[src/rtl/pc_gen.sv]
// pc_gen: fetch PC generator with optional return-address stack (macro PC_GEN_RAS_EN); pc/ce registered, ras_hit_o combinational.
// stall[0] freezes the PC and RAS; priority is flush > branch > RAS return > pc+4.
module pc_gen #(
  parameter int          AW        = 32,
  parameter logic [AW-1:0] RESET_PC = '0,
  parameter int          RAS_DEPTH = 4,
  parameter int          STALL_W   = 6
) (
  input  logic               clk,
  input  logic               rst,
  input  logic               flush,
  input  logic [AW-1:0]      new_pc,
  input  logic [STALL_W-1:0] stall,
  input  logic               branch_flag_i,
  input  logic [AW-1:0]      branch_target_address_i,
  input  logic               call_i,
  input  logic               ret_i,
  output logic [AW-1:0]      pc,
  output logic               ce,
  output logic               ras_hit_o,
  output logic               ras_empty_o
);

  logic          r_ce;
  logic [AW-1:0] r_pc;
  logic          w_adv;
  logic          w_hit;
  logic [AW-1:0] w_ret_pc;
  logic [AW-1:0] w_next_pc;

  assign w_adv = r_ce & ~stall[0];

  always_ff @(posedge clk) begin
    if (rst) r_ce <= 1'b0;
    else     r_ce <= 1'b1;
  end

  always_comb begin
    w_next_pc = r_pc + AW'(4);
    if (flush)              w_next_pc = new_pc;
    else if (branch_flag_i) w_next_pc = branch_target_address_i;
    else if (w_hit)         w_next_pc = w_ret_pc;
  end

  always_ff @(posedge clk) begin
    if (!r_ce)      r_pc <= RESET_PC;
    else if (w_adv) r_pc <= w_next_pc;
  end

`ifdef PC_GEN_RAS_EN
  localparam int PW = (RAS_DEPTH > 1) ? $clog2(RAS_DEPTH) : 1;
  localparam int CW = $clog2(RAS_DEPTH + 1);

  logic [AW-1:0] r_ras [RAS_DEPTH];
  logic [PW-1:0] r_top;
  logic [CW-1:0] r_cnt;
  logic [PW-1:0] w_top_inc;
  logic [AW-1:0] w_link;
  logic          w_free;
  logic          w_empty;
  logic          w_push;
  logic          w_pop;

  assign w_empty   = (r_cnt == '0);
  assign w_free    = w_adv & ~flush & ~branch_flag_i;
  assign w_hit     = w_free & ret_i & ~w_empty;
  assign w_push    = w_free & call_i;
  assign w_pop     = w_hit & ~call_i;
  assign w_top_inc = r_top + 1'b1;
  assign w_link    = r_pc + AW'(8);
  assign w_ret_pc  = r_ras[r_top];

  // A call and return together on a live entry swap the top in place.
  always_ff @(posedge clk) begin
    if (w_push) begin
      if (w_hit) r_ras[r_top]     <= w_link;
      else       r_ras[w_top_inc] <= w_link;
    end
  end

  // Pointer wraps naturally, so a full push overwrites the oldest slot.
  always_ff @(posedge clk) begin
    if (!r_ce || (w_adv && flush)) begin
      r_cnt <= '0;
      r_top <= '0;
    end else if (w_push && !w_hit) begin
      r_top <= w_top_inc;
      if (r_cnt != CW'(RAS_DEPTH)) r_cnt <= r_cnt + 1'b1;
    end else if (w_pop) begin
      r_top <= r_top - 1'b1;
      r_cnt <= r_cnt - 1'b1;
    end
  end

  assign ras_empty_o = w_empty;

  logic w_unused;
  assign w_unused = &{1'b0, stall};
`else
  assign w_hit       = 1'b0;
  assign w_ret_pc    = '0;
  assign ras_empty_o = 1'b1;

  logic w_unused;
  assign w_unused = &{1'b0, stall, call_i, ret_i};
`endif

  assign ras_hit_o = w_hit;
  assign pc        = r_pc;
  assign ce        = r_ce;

endmodule

[config.mk]
export PLATFORM = sky130hd
export DESIGN_NAME = pc_gen
export DESIGN_NICKNAME = d
export VERILOG_FILES = /design/src/rtl/pc_gen.sv
export SDC_FILE = /design/constraint.sdc
export NUM_CORES = 1
export LEC_CHECK = 0
export CAP_MARGIN = 5
export CORE_ASPECT_RATIO = 0.5
export CORE_MARGIN = 2
export CORE_UTILIZATION = 44
export DETAILED_ROUTE_END_ITERATION = 16
export GPL_TIMING_DRIVEN = 0
export HOLD_SLACK_MARGIN = 0.08
export PLACE_DENSITY = 0.94
export SYNTH_ARGS = -nofsm -noshare
export SYNTH_HDL_FRONTEND = slang
export SYNTH_SLANG_ARGS = --single-unit
[constraint.sdc]
create_clock -name clk -period 4 [get_ports clk]
set_clock_uncertainty 0.15 [all_clocks]
set_input_delay 0.4 -clock clk [delete_from_list [all_inputs] [get_ports clk]]
set_output_delay 0.4 -clock clk [all_outputs]
set_load 0.005 [all_outputs]
=== Word-level counts from Yosys, hierarchy flattened ===
Cells that the tools add are included.

* Register bits: 33
* Bits of input ports: 76
* Output and inout port bits: 35
* Logic and storage cells: 8

* Add/subtract/negate cells: 1
* Mux-type cells: 3
* Bitwise logic cells: 2

{| class="wikitable"
|+ Operator list
! cell !! number
|-
| 32-bit two-way mux || 2
|-
| 32-bit by 3-bit adder with 32-bit output (second input constant) || 1
|-
| 1-bit AND || 1
|-
| 1-bit two-way mux || 1
|-
| 1-bit inverter || 1
|}

=== Depth between registers and ports, before layout ===
Gate-level depths: netlist of run 1.

* Depth in word-level cells: 3
* Depth in mapped cells: 7
* Depth with buffers taken out: 6

=== Least setup slack after synthesis of run 1 ===
OpenSTA, ideal clock, no wires.

* Path type: register to register
* Start point: register r_pc[9] (netlist: pc[9])
* End point: register r_pc[29] (netlist: pc[29])
* Library setup time: 119 ps
* Arrival: 1893 ps
* Required time: 3731 ps
* Setup slack: 1838 ps
* Stages on the path, launching flop included: 7
* Path buffers: 1
* Period minus slack after synthesis: 2162 ps
* Path through: dfxtp_1 nand3_2 or4_1 buf_2 or4_1 a21oi_1 a21oi_1

* Cells in the longest elaborated chain, start to end: 3

{| class="wikitable"
|+ RTL lines
! item !! line !! RTL
|-
| start, declared || 25 || <nowiki>logic [AW-1:0] r_pc;</nowiki>
|-
| start signal, assigned || 47 || <nowiki>else if (w_adv) r_pc <= w_next_pc;</nowiki>
|-
| 32-bit by 3-bit adder with 32-bit output || 39 || <nowiki>w_next_pc = r_pc + AW'(4);</nowiki>
|-
| 32-bit two-way mux || 41 || <nowiki>else if (branch_flag_i) w_next_pc = branch_target_address_i;</nowiki>
|-
| 32-bit two-way mux || 40 || <nowiki>if (flush) w_next_pc = new_pc;</nowiki>
|}

No other way between the ends.
A chain may end at the register's enable or synchronous reset.

=== Worst setup path in the final report of run 1 ===
* Start point: register r_pc[2] (netlist: pc[2])
* End point: register r_pc[28] (netlist: pc[28])

Same word-level chain as after synthesis.

==> results of run 1 <==
==> sequential cells by signal, summed over array words and instances, names as in the netlist <==
signal	flops
pc	32
ce	1
==> cell families after synthesis <==
logic type / share of synthesized area, %
AO/OA/AOI/OAI: 36.4
AND/OR/NAND/NOR: 26.3
buffers and inverters: 6.62
flip-flops: 28.6
other: 0.326
XOR/XNOR: 0.760
adder cells (fa/ha/maj): 0.543
multiplexers: 0.434
==> through the flow <==
| step | cells | setup slack, ps | power [mW] | hold slack (ps) | util (%) |
|---|---|---|---|---|---|
| 2_1_floorplan | 322 | 1840 | 0.485 | 307 | - |
| 5_1_grt | 499 | 985 | 0.935 | 400 | 69.9 |
| 3_3_place_gp | 492 | 1260 | 0.628 | 342 | 68.2 |
| 6_report | 499 | 1210 | 0.899 | 361 | 69.9 |
| 4_1_cts | 499 | 1370 | 0.886 | 361 | 69.9 |
| 3_5_place_dp | 492 | 1260 | 0.632 | 349 | 68.2 |
==> worst reg2reg max path, delay by kind of cell (launching register included) <==
family | cells | cell delay, ps
adder cells (fa/ha/maj) | 1 | 270
buffers and inverters | 1 | 490
AO/OA/AOI/OAI | 1 | 130
XOR/XNOR | 1 | 190
AND/OR/NAND/NOR | 3 | 1070
flip-flops | 1 | 430
==> power by group <==
| part | internal [mW] | switching, mW |
|---|---|---|
| clock network | 0.137 | 0.130 |
| registers | 0.352 | 0.0309 |
| logic | 0.144 | 0.105 |
| total | 0.633 | 0.266 |
==> routing by layer <==
| layer | vias to the layer above | track usage [%] |
|---|---|---|
| met5 | - | 0 |
| met4 | 0 | 11.4 |
| met3 | 23 | 8.08 |
| met2 | 188 | 49.3 |
| met1 | 1431 | 39.8 |
| li1 | 1448 | - |
==> placed cells by master (no fill, tap or decap), types with 3 or more instances in the layout <==
| master | n |
|---|---|
| o21a_1 | 5 |
| and4_1 | 5 |
| a2bb2oi_1 | 3 |
| clkdlybuf4s50_1 | 100 |
| a32o_1 | 3 |
| or4_1 | 3 |
| nor4_1 | 4 |
| nor3_1 | 12 |
| o21ai_0 | 34 |
| nor2_1 | 21 |
| clkbuf_1 | 22 |
| inv_1 | 8 |
| and3_1 | 3 |
| nand3_1 | 23 |
| a22oi_1 | 6 |
| clkbuf_8 | 6 |
| a221o_1 | 6 |
| a22o_1 | 3 |
| o31a_1 | 3 |
| and2_1 | 3 |
| a21oi_1 | 26 |
| buf_1 | 5 |
| nor2b_1 | 3 |
| a221oi_1 | 6 |
| o22ai_1 | 5 |
| dfxtp_1 | 33 |
| a31oi_1 | 6 |
| nand4_1 | 9 |
| nand2_1 | 32 |
==> worst paths after layout <==
check | from | end | slack (ps) | depth (start not counted)
worst max-delay path | pc[2] | pc[28] | 1210 | 7
worst min register to register | pc[29] | pc[29] | 360 | 2
worst max register to register | pc[2] | pc[28] | 1210 | 7
worst min-delay path | pc[29] | pc[29] | 360 | 2
==> final cells by class <==
cell class | count | area (um^2) | share of cell area (%)
tap | 70 | 87.6 | 2.52
timing repair buffer | 100 | 1000 | 28.8
sequential | 33 | 661 | 19.0
inverter | 8 | 30.0 | 0.863
multi-input combinational | 251 | 1490 | 42.9
clock buffer | 7 | 86.3 | 2.48
buffer | 30 | 123 | 3.52
==> reports/results.txt, run 1 <==
deepest level of the CTS H-tree -> 2
Critical Setup Path Class -> reg -> reg
first-pass detailed-route iteration total -> 5
post-synthesis net count -> 399
TritonCTS clock tree -> yes
overall routing resource usage -> 30.4%
sum of met2 wire segment lengths after detailed routing -> 3900 um
antenna violations before repair -> 0
Cells after Synth -> 322
number of top-level pins -> 111
PD cells -> 258 mW/mm^2
sequential-to-total area share from yosys stat -> 28.6%
CTS resizes -> 0
detailed route wirelength on metal3 -> 968 um
Final period util -> 69.7%
wire length of the first global-routing pass -> 13600 um
Die X -> 106 um
cell with the largest stage delay on the worst path -> nor4_1
clk sinks -> 33
fillcell total -> 413
clock latency on the worst-skew pair -> 290 ps
dominant register cell in the synthesized netlist -> dfxtp_1
post-layout minimum cycle time -> 2790 ps
post-route design area -> 0.00348 mm^2
most frequent cells after synthesis -> 34 x o21ai_0, 33 x dfxtp_1, 32 x nand2_1
detailed-route wire length per cell -> 17.6 um
share of Yosys cell area claimed by the top area cell type -> 28.6%
post-route met1 wirelength -> 3720 um
detailed placer's ending HPWL -> 6460 um
post-synthesis cell type count -> 52
cells along the critical path -> ha_1 -> nand4_1 -> nor4_1 -> clkbuf_1 -> nand3_1 -> xor2_1 -> a21oi_1
# rows -> 18
vias in the first global route -> 2769
Max Cap Violations -> 0
DRC violation count after routing -> 0
area growth from synthesis to layout -> 50.9%
detailed-route via count -> 3090
cells taking the most area after synthesis -> dfxtp_1 29%, o21ai_0 7.4%, a21oi_1 5.6%, nand2_1 5.2%, nand3_1 5.0%
post-synthesis cell area -> 0.00231 mm^2
initial core utilization -> 46.3%
Peak Freq -> 358 MHz
Yosys warnings -> 0
flops & latches, synth -> 33
# diodes -> 0
routability-driven placement congestion ratio -> 1.01
Bufs and invs on worst path -> 1
DRT Wirelength -> 8780 um
CP max stage delay -> 630 ps
count of endpoints failing hold in the final timing report -> 0
CP top delay family -> simple AND/OR/NAND/NOR gates
total CTS buffers -> 5
endpoint required time on the critical path -> 4070 ps
vertical die dimension -> 55.2 um
Post-layout nets -> 506
CTS Buffer Depth -> 2
number of enable flip-flop cells after synthesis -> 0
Final Slew Violations -> 0
min-delay worst type -> reg -> reg
Worst VDD drop -> 150 uV
violation count after the first detailed-routing iteration -> 366
Floorplan Core Area -> 0.00498 mm^2
number of buffers added for setup after CTS -> 0
unrepaired setup endpoints after global routing -> no
biggest area consumer among synthesized cells -> dfxtp_1
pin count of the biggest net entering global routing -> 11
max-slew headroom at the worst pin -> 44.5%
Port Buffer Count -> 100
Total Die Area -> 0.00587 mm^2
register clock-pin slew on the reported worst setup and hold paths -> 70 ps
Synth async-reset ratio -> 0%
pin slew with the least headroom to its limit -> 826 ps
share of final-layout standard cells stronger than drive strength 1 -> 3.96%
critical path launch point type -> register
category of the worst setup path capture point -> register
Highest Signal Layer -> met4
most common cell in the synthesized netlist -> o21ai_0
average instance area after synthesis -> 7.16 um^2
maximum net fanout on the critical path -> 10
GR Overflow Total -> 0
Total Negative Setup Slacks -> 0 ps
CTS Root Cell -> clkbuf_8
cell leakage power -> 1.18 nW
Hold Buf Count CTS -> 0
Placed Area -> 0.00339 mm^2
Via density -> 6.19
status -> complete, no violations
Setup Viol. Count Final -> 0
Arr. time, crit path -> 2860 ps
final antenna-violating net count -> 0
No activity file was read; power rests on OpenSTA's default activity.
==> inputs of run 2 (changes only) <==
--- a/config.mk
+++ b/config.mk
@@ -8,11 +8,11 @@
 export CAP_MARGIN = 5
 export CORE_ASPECT_RATIO = 0.5
 export CORE_MARGIN = 2
-export CORE_UTILIZATION = 44
+export CORE_UTILIZATION = 37
 export DETAILED_ROUTE_END_ITERATION = 16
 export GPL_TIMING_DRIVEN = 0
 export HOLD_SLACK_MARGIN = 0.08
-export PLACE_DENSITY = 0.94
+export PLACE_DENSITY = 0.85
 export SYNTH_ARGS = -nofsm -noshare
 export SYNTH_HDL_FRONTEND = slang
 export SYNTH_SLANG_ARGS = --single-unit
==> constraint.sdc (replaced) <==
create_clock -name clk -period 2.2 [get_ports clk]
set_clock_uncertainty 0.15 [all_clocks]
set_input_delay 0.22 -clock clk [delete_from_list [all_inputs] [get_ports clk]]
set_output_delay 0.22 -clock clk [all_outputs]
set_load 0.005 [all_outputs]
==> run 2 against run 1 <==
Effect of this change:
- the run now ends with negative setup slack left
- total power up 110%
- hold slack got worse by 110 ps
- count of clock-buffer cells in the layout increased by 1
- flip-flop and latch count unchanged
- final area up 5.9%
- critical path depth shrank 1
- sequential share of layout area fell by 0.51 points
- cell count rose by 4.0%
- maximum frequency is 25% higher
- via count is 0.13% lower
- clock power grew to 2.6 times the previous value
- combinational power up 85%
==> reports/results.txt, run 2 (same netlist as run 1, synthesis figures left out) <==
Finished Core Util -> 60.9% (-9.1 points)
post-layout minimum cycle time -> 2230 ps (-563 ps)
Final period util -> 101% (+31 points)
area growth from synthesis to layout -> 59.8%
Post-layout nets -> 507 (+0.20%)
Max Cap Violations -> 0 (unchanged)
overall routing resource usage -> 25.6% (-4.8 points)
Critical Setup Path Class -> reg -> reg
Via density -> 5.95 (-4.0%)
clock latency on the worst-skew pair -> 280 ps (about the same)
vertical die dimension -> 59.8 um (+8.4%)
DRT Wirelength -> 9200 um (+4.8%)
violation count after the first detailed-routing iteration -> 346 (-5.5%)
Worst Hold Launch -> rst
Peak Freq -> 449 MHz (+25%)
# diodes -> 0 (unchanged)
detailed placer's ending HPWL -> 6510 um (+0.88%)
detailed-route via count -> 3086 (-0.13%)
# rows -> 20 (+2)
count of endpoints failing hold in the final timing report -> 0 (unchanged)
Worst VDD drop -> 317 uV (+110%)
cell leakage power -> 1.28 nW (+8.9%)
number of top-level pins -> 111 (unchanged)
register clock-pin slew on the reported worst setup and hold paths -> 60 ps (about the same)
max-slew headroom at the worst pin -> 59.5% (+15 points)
total CTS buffers -> 5 (unchanged)
Register-to-Register Setup Slack -> -30 ps (-1240 ps)
Final Slew Violations -> 0 (unchanged)
pin slew with the least headroom to its limit -> 608 ps (-218 ps)
initial core utilization -> 38.1% (-8.3 points)
unrepaired setup endpoints after global routing -> yes
Reg-to-Reg Start -> pc[8]
detailed-route wire length per cell -> 17.7 um (+0.80%)
maximum net fanout on the critical path -> 8 (-2)
wire length of the first global-routing pass -> 13700 um (+0.41%)
worst hold path endpoint -> ce
antenna violations before repair -> 0 (unchanged)
DRC violation count after routing -> 0 (unchanged)
pin count of the biggest net entering global routing -> 11 (unchanged)
critical path launch point type -> register
first-pass detailed-route iteration total -> 5 (unchanged)
number of cell instances on the worst register-to-register path -> 6 (-1)
Setup Viol. Count Final -> 1 (+1)
Port Buffer Count -> 100 (unchanged)
Hold Buf Count CTS -> 0 (unchanged)
post-route design area -> 0.00369 mm^2 (+5.9%)
vias in the first global route -> 2798 (+1.0%)
category of the worst setup path capture point -> register
most frequent cells in the layout -> 100 x clkdlybuf4s50_1, 34 x o21ai_0, 31 x nand2_1
Hold Crit Depth -> 2 (unchanged)
Die X -> 116 um (+8.7%)
Placed Area -> 0.00342 mm^2 (+0.66%)
status -> complete, but fails checks
CTS Buffer Depth -> 2 (unchanged)
Floorplan Core Area -> 0.00606 mm^2 (+22%)
endpoint required time on the critical path -> 2220 ps (-1850 ps)
max FFs per register -> 32 (unchanged)
GR Overflow Total -> 0 (unchanged)
min-delay worst type -> in -> reg
most common library cell in the layout ignoring fill and taps -> clkdlybuf4s50_1
Arr. time, crit path -> 2250 ps (-610 ps)
violations in the final reports -> negative setup slack
TritonCTS clock tree -> yes
Worst Setup Slack, final -> -27.1 ps (-1240 ps)
deepest level of the CTS H-tree -> 2 (unchanged)
final antenna-violating net count -> 0 (unchanged)
CTS Root Cell -> clkbuf_16
PD cells -> 503 mW/mm^2 (+95%)
Total Die Area -> 0.00692 mm^2 (+18%)
R2R Path End -> pc[29]
clk sinks -> 33 (unchanged)
share of final-layout standard cells stronger than drive strength 1 -> 10.9% (+6.9 points)
routability-driven placement congestion ratio -> 0.960 (-5.4%)
run 2: cell count changes in the layout (fill, tap and decap cells not counted), sizes merged:
| cell | before | now |
|---|---|---|
| buf | 9 | 14 |
| clkbuf | 28 | 25 |
run 2: worst max-delay path, cell delays in order (launching register included):
cell and delay [ps]:
dfxtp_2 390, nand3_4 130, or4_1 530, buf_4 190, or4_4 520, a21oi_2 150
a21oi_1 50
run 2: worst max path at each step:
stage | from | endpoint | slack [ps]
4_1_cts | pc[7] | pc[29] | -10
5_1_grt | pc[6] | pc[29] | -90
2_1_floorplan | pc[9] | pc[29] | 40
6_report | pc[8] | pc[29] | -30
3_3_place_gp | flush | pc[4] | -470
3_5_place_dp | flush | pc[4] | -470
run 2: per-layer routing:
metal	wire, um	GRT usage (%)	share of wire (%)	vias to the layer above
met3	858	5.58	9.3	20
met1	3870	33.5	42	1444
li1	-	-	-	1449
met5	0	0	0	-
met2	4290	42.0	47	173
met4	180	9.69	2.0	0
run 2: report_power, final:
part           total (mW)  internal, mW  switching, mW
Clock               0.688         0.421          0.266
Combinational       0.460         0.265          0.195
Sequential          0.705         0.642         0.0632
Total                1.85          1.33          0.524
run 2: layout make-up:
type / count / area [um^2]
fillers: 521 / 2370
multi-input cells: 251 / 1560
repair buffers: 104 / 1030
flip-flops and latches: 33 / 681
clock buffers: 8 / 136
plain buffers: 27 / 134
well taps: 88 / 110
inverters: 8 / 30.0
run 2: timing repair:
action / in CTS / in global routing
setup buffers: 0 / 4
setup endpoints to repair: 22 / 19
pin swaps: 0 / 3
gates cloned: 0 / 0
gates resized for setup: 18 / 29
run 2: through the flow:
stage / power [mW] / setup slack [ps] / std cells / TNS, ps / hold WS, ps
2_1_floorplan: 0.881 / 37.9 / 322 / 0 / 127
3_3_place_gp: 1.15 / -467 / 510 / -7530 / 341
3_5_place_dp: 1.15 / -474 / 510 / -7920 / 348
4_1_cts: 1.83 / -10.8 / 517 / -10.8 / 259
5_1_grt: 1.91 / -90.6 / 519 / -149 / 276
6_report: 1.85 / -27.1 / 519 / -27.1 / 254
